==> config.mk <==
export PLATFORM = sky130hd
export DESIGN_NAME = des_output_serializer
export DESIGN_NICKNAME = d
export VERILOG_FILES = /design/src/rtl/des_pkg.sv /design/src/rtl/des_block_fifo.sv /design/src/rtl/des_output_serializer.sv
export SDC_FILE = /design/constraint.sdc
export NUM_CORES = 1
export LEC_CHECK = 0
export ABC_AREA = 1
export ABC_CLOCK_PERIOD_IN_PS = 13100
export BUFFER_PORTS_ARGS = -buffer_cell sky130_fd_sc_hd__buf_4
export CAP_MARGIN = 25
export CORE_AREA = 3 3 119 121
export DETAILED_ROUTE_END_ITERATION = 8
export DIE_AREA = 0 0 122 124
export SYNTH_ARGS = -nofsm -noshare
export SYNTH_HDL_FRONTEND = slang
export SYNTH_HIERARCHICAL = 1
export SYNTH_SLANG_ARGS = --single-unit
==> constraint.sdc <==
create_clock -name clk -period 13.1 [get_ports clk]
set_input_delay 2.62 -clock clk [delete_from_list [all_inputs] [get_ports clk]]
set_output_delay 2.62 -clock clk [all_outputs]
set_load 0.02 [all_outputs]
==> src/rtl/des_pkg.sv <==
`default_nettype none
// ============================================================================
//  Module      : des_pkg
//  Description : Shared widths, types and the byte-select helper for the
//                DES output serializer slice.
//  Revision    : 1.0  initial release
// ============================================================================
package des_pkg;

    localparam int BLOCK_W         = 64;
    localparam int BYTE_W          = 8;
    localparam int BYTES_PER_BLOCK = 8;
    localparam int BYTE_IDX_W      = $clog2(BYTES_PER_BLOCK);

    typedef logic [BLOCK_W-1:0]    block_t;
    typedef logic [BYTE_W-1:0]     byte_t;
    typedef logic [BYTE_IDX_W-1:0] byte_idx_t;

    localparam byte_idx_t LAST_BYTE_IDX = byte_idx_t'(BYTES_PER_BLOCK - 1);

    // Byte 0 is the most significant byte of the block (DES bit 1 = MSB).
    function automatic byte_t select_byte(input block_t blk, input byte_idx_t idx);
        byte_t r;
        r = '0;
        for (int k = 0; k < BYTES_PER_BLOCK; k++) begin
            if (idx == byte_idx_t'(k)) begin
                r = blk[BLOCK_W-1-BYTE_W*k -: BYTE_W];
            end
        end
        return r;
    endfunction

endpackage
`default_nettype wire

==> src/rtl/des_block_fifo.sv <==
`default_nettype none
// ============================================================================
//  Module      : des_block_fifo
//  Description : Circular FIFO of DEPTH 64-bit ciphertext blocks with
//                occupancy count and full/empty flags.
//  Revision    : 1.0  initial release
// ============================================================================
module des_block_fifo
    import des_pkg::*;
#(
    parameter int DEPTH = 2
) (
    input  logic                   clk,
    input  logic                   rst,
    input  logic                   push,
    input  block_t                 push_data,
    input  logic                   pop,
    output block_t                 pop_data,
    output logic [$clog2(DEPTH):0] count,
    output logic                   full,
    output logic                   empty
);

    localparam int PTR_W = $clog2(DEPTH);
    localparam int CNT_W = PTR_W + 1;

    block_t             mem_q [DEPTH];
    block_t             mem_d [DEPTH];
    logic [PTR_W-1:0]   wr_ptr_q, wr_ptr_d;
    logic [PTR_W-1:0]   rd_ptr_q, rd_ptr_d;
    logic [CNT_W-1:0]   count_q,  count_d;
    logic               w_push_ok;
    logic               w_pop_ok;

    // Guard against overflow/underflow so the count can never run away.
    assign w_push_ok = push && !full;
    assign w_pop_ok  = pop  && !empty;

    // Storage write: only the slot at the write pointer changes.
    always_comb begin
        mem_d = mem_q;
        if (w_push_ok) begin
            mem_d[wr_ptr_q] = push_data;
        end
    end

    // Pointer and occupancy next-state; pointers wrap naturally (DEPTH is 2^n).
    always_comb begin
        wr_ptr_d = wr_ptr_q;
        rd_ptr_d = rd_ptr_q;
        count_d  = count_q;
        if (w_push_ok) begin
            wr_ptr_d = wr_ptr_q + PTR_W'(1);
        end
        if (w_pop_ok) begin
            rd_ptr_d = rd_ptr_q + PTR_W'(1);
        end
        case ({w_push_ok, w_pop_ok})
            2'b10:   count_d = count_q + CNT_W'(1);
            2'b01:   count_d = count_q - CNT_W'(1);
            default: count_d = count_q;
        endcase
    end

    // Block storage carries no reset; validity is tracked by the count.
    always_ff @(posedge clk) begin
        mem_q <= mem_d;
    end

    // Control state with synchronous reset.
    always_ff @(posedge clk) begin
        if (rst) begin
            wr_ptr_q <= '0;
            rd_ptr_q <= '0;
            count_q  <= '0;
        end else begin
            wr_ptr_q <= wr_ptr_d;
            rd_ptr_q <= rd_ptr_d;
            count_q  <= count_d;
        end
    end

    assign pop_data = mem_q[rd_ptr_q];
    assign count    = count_q;
    assign full     = (count_q == CNT_W'(DEPTH));
    assign empty    = (count_q == '0);

endmodule
`default_nettype wire

==> src/rtl/des_output_serializer.sv <==
`default_nettype none
// ============================================================================
//  Module      : des_output_serializer
//  Description : Buffers 64-bit ciphertext blocks and streams each one as
//                8 bytes, most significant byte first, over valid/ready.
//                External bit 1 of in/out maps to the MSB of each vector.
//  Revision    : 1.0  initial release
// ============================================================================
module des_output_serializer
    import des_pkg::*;
#(
    parameter int DEPTH = 2
) (
    input  logic               clk,
    input  logic               rst,
    input  logic               in_valid,
    output logic               in_ready,
    input  logic [BLOCK_W-1:0] in,
    output logic               out_valid,
    input  logic               out_ready,
    output logic [BYTE_W-1:0]  out,
    output logic               out_last,
    output logic               busy
);

    byte_idx_t              byte_idx_q, byte_idx_d;
    logic                   w_push;
    logic                   w_pop;
    logic                   w_byte_fire;
    block_t                 w_head;
    logic [$clog2(DEPTH):0] w_count;
    logic                   w_full;
    logic                   w_empty;

    // in_ready comes from registered occupancy only, so there is no
    // combinational path from out_ready back to the upstream.
    assign in_ready    = !w_full;
    assign w_push      = in_valid && in_ready;
    assign out_valid   = (w_count != '0);
    assign w_byte_fire = out_valid && out_ready;
    assign w_pop       = w_byte_fire && (byte_idx_q == LAST_BYTE_IDX);

    des_block_fifo #(
        .DEPTH     (DEPTH)
    ) u_fifo (
        .clk       (clk),
        .rst       (rst),
        .push      (w_push),
        .push_data (in),
        .pop       (w_pop),
        .pop_data  (w_head),
        .count     (w_count),
        .full      (w_full),
        .empty     (w_empty)
    );

    // Advance to the next byte on each accepted byte; wrap after the last.
    always_comb begin
        byte_idx_d = byte_idx_q;
        if (w_byte_fire) begin
            if (byte_idx_q == LAST_BYTE_IDX) begin
                byte_idx_d = '0;
            end else begin
                byte_idx_d = byte_idx_q + byte_idx_t'(1);
            end
        end
    end

    // Byte position within the head block; reset drops any partial block.
    always_ff @(posedge clk) begin
        if (rst) begin
            byte_idx_q <= '0;
        end else begin
            byte_idx_q <= byte_idx_d;
        end
    end

    assign out      = select_byte(w_head, byte_idx_q);
    assign out_last = out_valid && (byte_idx_q == LAST_BYTE_IDX);
    assign busy     = !w_empty;

endmodule
`default_nettype wire

==> out/summary.txt, run 1 <==
Cell Area, Synth - 5938 um^2
final std cells w/o fill - 865
final hold violations - 0
average size of a mapped cell - 9.980 um^2
met3 wire length - 525 um
multiplexer area fraction after synthesis - 0%
vias in the first global route - 4,031
WP data arrival - 2.38 ns
Post-CTS Resized - 0
Setup crit start - u_fifo/rd_ptr_q$_SDFFE_PP0P_
met2 WL post-DR - 5.946 mm
status - complete, no violations
post-synthesis cell count - 595
Tcrit/Tclk final - 38.18%
synthesized-area fraction occupied by adder cells - 1.475%
antenna cells - 0
Final Critical Period - 5.002 ns
hold_buf cts - 0
clock sink count - 135
HP Class - reg2reg
global route total overflow - 0
Ports - 80
Async SR Flop Fraction - 0%
Post-synth EDFFs - 128
maximum clock path buffer count - 2
post-CTS setup buffer count - 0
Num CTS Buffers - 17
port bufs - 79
Setup CP Type - reg2out
first-pass GRT wire length - 20.45 mm
Worst Path Max Fanout - 65
crit-path cells - inv_2 > buf_4 > nand2_1 > nand2_1 > inv_1 > nor2_1 > nand2_1 > nand3_1 > nand3_1 > nand2_1 > nand2_1 > nand2_1 > nand2_1 > nand2_1 > buf_4
final setup fails - 0
fraction of layout cells with a size suffix above 1 - 17.27%
CP required - 10.48 ns
top cells by count, synth - nand2_1, edfxtp_1, nor2_1
maximum vdd drop - 0.00007666 V
main flop type after synthesis - edfxtp_1
WP buf/inv - 4
die area - 15,130 um^2
worst stage delay on the critical path - 0.56 ns
largest net degree at the start of global routing - 66
Synth cell types - 22
RSZ-0062 raised after global routing - no
Cell Rows - 42
synthesis-stage register bit count - 135
CTS root buffer - clkbuf_16
max_slew headroom - 38.95%
uppermost routed layer - met4
Worst setup SP type - register
die extent in y - 124 um
Worst Skew - 0.005254 ns
via count - 4,071
simple-gate portion of the synthesized area - 24.04%
CP Capture Type - output port
final net count - 751
complex-gate fraction of the synthesized area - 1.496%
routed vias/inst - 4.706
top post-synthesis cells by area - edfxtp_1, nand2_1, nor2_1, inv_1, dfxtp_1
Die W - 122 um
min-delay src - u_fifo/count[1]$_SDFFE_PP0P_
Routed WL per cell - 15.01 um
routed length on met1 - 6.028 mm
Antenna Nets Post-Route - 0
RR Startpoint - byte_idx_q[0]$_SDFFE_PP0P_
antenna violations before repair - 0
Post-Syn Nets - 670
FMAX - 0.1999 GHz
synth warn - 6
largest family of logic cells by synthesized area - simple AND/OR/NAND/NOR gates
H-tree depth - 4
family with the most delay on the worst path - simple AND/OR/NAND/NOR gates
# Max-Cap Violations - 0
worst slew pin tran - 0.9157 ns
Initial DRC Count - 316
Worst-Skew Late Latency - 0.41 ns
# DRC - 0
clk slew on worst S/H paths - 0.05 ns
GPL Wtd Cong - 0.7954
sequential share of the synthesized area - 67.09%
most numerous cell in the Yosys netlist - nand2_1
P per Cell Area - 152.7 nW/um^2
Yosys top cell by area - edfxtp_1
area fraction of the dominant cell type after synthesis - 64.73%
max-slew violation count - 0
CTS tree - done
Starting Density - 45.02%
WL final - 12.99 mm
Initial DRT Pass Iterations - 5
HPWL after detailed placement - 8.394 mm
Final TNS setup - 0 ns
post-synthesis xor/xnor area fraction - 0%
Inst Count DP - 833
Synth-to-Final Area Change - 20.61%
Placeable Area - 13,190 um^2
Leak - 3.123 nW
Total GRT Usage - 18.10%
CP max stage cell - buf_4
CP dominant cell by count - nand2_1
[registers in the layout, indices dropped and copies added (netlist names)]
name             flops
byte_idx_q           3
u_fifo/count         2
u_fifo/mem_q       128
u_fifo/rd_ptr_q      1
u_fifo/wr_ptr_q      1
[per-stage QoR]
step	area, um^2	worst slack, ns	hold WS (ns)	total power [W]	util [%]
final	7162	8.098	0.5569	0.001094	54.30
after global routing	7162	7.864	0.5772	0.001138	54.30
after CTS	7162	8.071	0.5556	0.001104	54.30
after detailed placement	6616	8.526	0.5432	0.0006650	50.16
after global placement	6616	8.512	0.5136	0.0006623	50.16
after floorplan	5938	6.958	0.4789	0.0006054	-
[area by class of cell]
type	count	area (um^2)
Fill cell	1180	6028
Tap cell	176	220.2
Timing Repair Buffer	83	623.1
Multi-Input combinational cell	392	1612
Clock buffer	19	432.9
Clock inverter	13	112.6
Sequential cell	135	3985
Inverter	47	176.4
[cells in the final DEF (no fill, tap or decap), drive strengths merged, types with 7 or more instances in the layout]
cell / count
inv: 47
edfxtp: 128
nand3: 17
nor2: 50
clkinv: 9
dfxtp: 7
o21ai: 9
nand2: 299
ha: 7
buf: 83
clkbuf: 19
[worst reg2reg max path, delay by kind of cell, from the launching register on]
family / cells / cell delay [ns]
AND/OR/NAND/NOR: 6 / 0.57
buffers and inverters: 3 / 0.34
adder cells (fa/ha/maj): 3 / 1.16
flip-flops: 1 / 0.37
[routing by layer]
layer  GRT usage, %  up-vias
met4          10.08        0
met1          24.30     1878
met5              0        -
met2          27.14       93
li1               -     2066
met3          4.405       34
[worst paths after layout]
path	to	slack [ns]	cells after the start
setup / recovery	out[5]	8.10	15
hold / removal	u_fifo/count[1]$_SDFFE_PP0P_	0.56	2
setup reg to reg	u_fifo/count[1]$_SDFFE_PP0P_	10.60	12
hold reg to reg	u_fifo/count[1]$_SDFFE_PP0P_	0.56	2
[cells by family after synthesis]
family	after synthesis
AO/OA/AOI/OAI	16
adder cells (fa/ha/maj)	7
buffers and inverters	68
flip-flops	135
AND/OR/NAND/NOR	369
[where the power goes]
group          switching [W]  internal [W]
registers         0.00000847      0.000510
logic              0.0000876     0.0000494
clock network       0.000165      0.000274
(Power assumes the default switching activity.)
==> run 2: changes to the inputs <==
--- a/config.mk
+++ b/config.mk
@@ -5,13 +5,13 @@
 export SDC_FILE = /design/constraint.sdc
 export NUM_CORES = 1
 export LEC_CHECK = 0
-export ABC_AREA = 1
-export ABC_CLOCK_PERIOD_IN_PS = 13100
+export ABC_AREA = 0
+export ABC_CLOCK_PERIOD_IN_PS = 4900
 export BUFFER_PORTS_ARGS = -buffer_cell sky130_fd_sc_hd__buf_4
 export CAP_MARGIN = 25
-export CORE_AREA = 3 3 119 121
+export CORE_AREA = 3 3 118 120
 export DETAILED_ROUTE_END_ITERATION = 8
-export DIE_AREA = 0 0 122 124
+export DIE_AREA = 0 0 121 123
 export SYNTH_ARGS = -nofsm -noshare
 export SYNTH_HDL_FRONTEND = slang
 export SYNTH_HIERARCHICAL = 1
==> constraint.sdc (replaced) <==
create_clock -name clk -period 4.9 [get_ports clk]
set_input_delay 0.98 -clock clk [delete_from_list [all_inputs] [get_ports clk]]
set_output_delay 0.98 -clock clk [all_outputs]
set_load 0.02 [all_outputs]
==> out/summary.txt, run 2 <==
status - complete, no violations
final net count - 527
Post-CTS Resized - 0
RSZ-0062 raised after global routing - no
# DRC - 0
Worst setup SP type - register
post-CTS setup buffer count - 0
commonest non-fill, non-tap cells in the layout - edfxtp_1, buf_4, mux2_2, a21oi_1, inv_1
average size of a mapped cell - 15.61 um^2
HP Class - reg2reg
sequential fraction of design power - 47.8%
largest net degree at the start of global routing - 65
Num CTS Buffers - 17
GPL Wtd Cong - 0.8360
first-pass GRT wire length - 17.80 mm
Worst Path Max Fanout - 14
Hold Path Sink - u_fifo/wr_ptr_q$_SDFFE_PP0N_
Placeable Area - 13,090 um^2
maximum vdd drop - 0.0002657 V
top cells by count, synth - edfxtp_1, mux2_2, a21oi_1
port bufs - 79
main flop type after synthesis - edfxtp_1
HPWL after detailed placement - 7.621 mm
Die W - 121 um
Register Area - 3985 um^2
WL final - 11.35 mm
Worst-Skew Late Latency - 0.41 ns
WP data arrival - 2.99 ns
antenna cells - 0
worst slew pin tran - 0.9866 ns
Tcrit/Tclk final - 81.07%
Setup CP Type - reg2out
CP Capture Type - output port
P_sw - 0.0006615 W
hold_buf cts - 0
H-tree depth - 4
Post-synth EDFFs - 128
routed vias/inst - 5.137
Switching Share - 22.55%
FILL cells - 1,081
max-slew violation count - 0
Final TNS setup - 0 ns
Multi-input gate area - 1587 um^2
clk slew on worst S/H paths - 0.05 ns
most common cell after layout, fill and taps aside - edfxtp_1
CP required - 3.92 ns
Largest register FFs - 128
final hold violations - 0
RR Startpoint - byte_idx_q[2]$_SDFFE_PP0P_
Yosys top cell by area - edfxtp_1
clock sink count - 135
via count - 3,293
synth warn - 6
antenna violations before repair - 0
Starting Density - 44.26%
Antenna Nets Post-Route - 0
max_slew headroom - 34.23%
Synth cell types - 40
Ports - 80
Routed WL per cell - 17.71 um
# Max-Cap Violations - 0
Async SR Flop Fraction - 0%
final std cells w/o fill - 641
Synth-to-Final Area Change - 21.78%
flop2flop setup slack - 2.39 ns
Largest Register - u_fifo/mem_q
total power - 0.002933 W
die extent in y - 123 um
clock power share - 39.8%
maximum clock path buffer count - 2
DP Area - 6506 um^2
CTS root buffer - clkbuf_16
global route total overflow - 0
FMAX - 0.2517 GHz
vias in the first global route - 3,341
Critical R2R Capture - u_fifo/count[1]$_SDFFE_PP0P_
CTS tree - done
Cell Rows - 42
top post-synthesis cells by area - edfxtp_1, mux2_2, dfxtp_1, a21oi_1, a221oi_2
Post-Syn Nets - 446
sequential share of the synthesized area - 68.78%
post-synthesis cell count - 371
design area - 7053 um^2
Worst Skew - 0.009673 ns
worst hold stages - 2
area fraction of the dominant cell type after synthesis - 66.36%
combinational power share - 12.4%
Total GRT Usage - 16.42%
Final Critical Period - 3.972 ns
die area - 14,880 um^2
Inst Count DP - 609
final setup fails - 0
Reg2Reg Depth - 6
Leak - 2.574 nW
Cell Area, Synth - 5792 um^2
Initial DRC Count - 162
cell-internal power - 0.002272 W
synthesis-stage register bit count - 135
P per Cell Area - 415.9 nW/um^2
Initial DRT Pass Iterations - 4
most numerous cell in the Yosys netlist - edfxtp_1
min-delay src - u_fifo/wr_ptr_q$_SDFFE_PP0N_
fraction of layout cells with a size suffix above 1 - 40.65%
-- run 2: cell count changes in the layout (fill, tap and decap cells not counted), sizes merged, moves of 17 or more --
| cell | change |
|---|---|
| nor2 | -43 |
| inv | -25 |
| nand3 | -17 |
| a21oi | +23 |
| nand2 | -279 |
| mux2 | +64 |
-- run 2: stage by stage --
step | worst slack [ns] | hold WS [ns] | util (%)
2_1_floorplan | 1.664 | 0.4518 | -
3_3_place_gp | 1.506 | 0.4699 | 49.72
3_5_place_dp | 1.411 | 0.4818 | 49.72
4_1_cts | 0.9346 | 0.4937 | 53.90
5_1_grt | 0.6498 | 0.5240 | 53.90
6_report | 0.9277 | 0.4926 | 53.90
-- run 2: kinds of logic (layout without fill, tap and decap cells) --
family / after synthesis / in the layout / share of synthesized area (%)
DFF: 135 / 135 / 68.78
muxes: 65 / 65 / 12.62
AOI/OAI and AO/OA: 64 / 64 / 7.648
and+or+nand+nor: 54 / 54 / 5.142
buffers and inverters: 43 / 137 / 3.845
adders and majority gates: 7 / 7 / 1.512
xor gates and xnor gates: 3 / 3 / 0.4537
-- run 2: worst max-delay path by stage --
stage,start,depth (start not counted),endpoint,slack [ns]
final,byte_idx_q[2]$_SDFFE_PP0P_,7,out[7],0.93
after global routing,byte_idx_q[2]$_SDFFE_PP0P_,7,out[4],0.65
after CTS,byte_idx_q[2]$_SDFFE_PP0P_,7,out[4],0.93
after detailed placement,byte_idx_q[2]$_SDFFE_PP0P_,7,out[4],1.41
after global placement,byte_idx_q[2]$_SDFFE_PP0P_,7,out[7],1.51
after floorplan,in_valid,4,u_fifo/mem_q[100]$_DFFE_PP_,1.66
-- run 2: final cells by class --
type	instances	area share, %
multi-input combinational	193	22.49
clock inverter	12	1.561
sequential	135	56.50
inverter	23	1.224
timing repair buffer	82	8.905
clock buffer	20	6.191
tap	176	3.122
-- run 2: worst max-delay path, stage by stage (launching register included) --
cell and delay (ns):
dfxtp_1 0.60, clkinv_1 0.35, ha_1 0.39, or2_1 0.42
a221oi_2 0.26, o22ai_1 0.15, a21oi_1 0.23, buf_4 0.18
-- run 2: routing by layer --
layer | vias up | part of all wire, % | track usage [%]
li1 | 1569 | - | -
met1 | 1595 | 44 | 21.70
met2 | 114 | 47 | 24.35
met3 | 15 | 6.7 | 5.901
met4 | 0 | 1.9 | 7.578
met5 | - | 0 | 0
-- run 2: power by group through the flow --
stage | registers [W] | logic, W | clock network [W]
final | 0.00140 | 0.000364 | 0.00117
after global routing | 0.00141 | 0.000399 | 0.00126
after CTS | 0.00140 | 0.000369 | 0.00119
after detailed placement | 0.00143 | 0.000367 | 0
after global placement | 0.00142 | 0.000366 | 0
after floorplan | 0.00142 | 0.000220 | 0
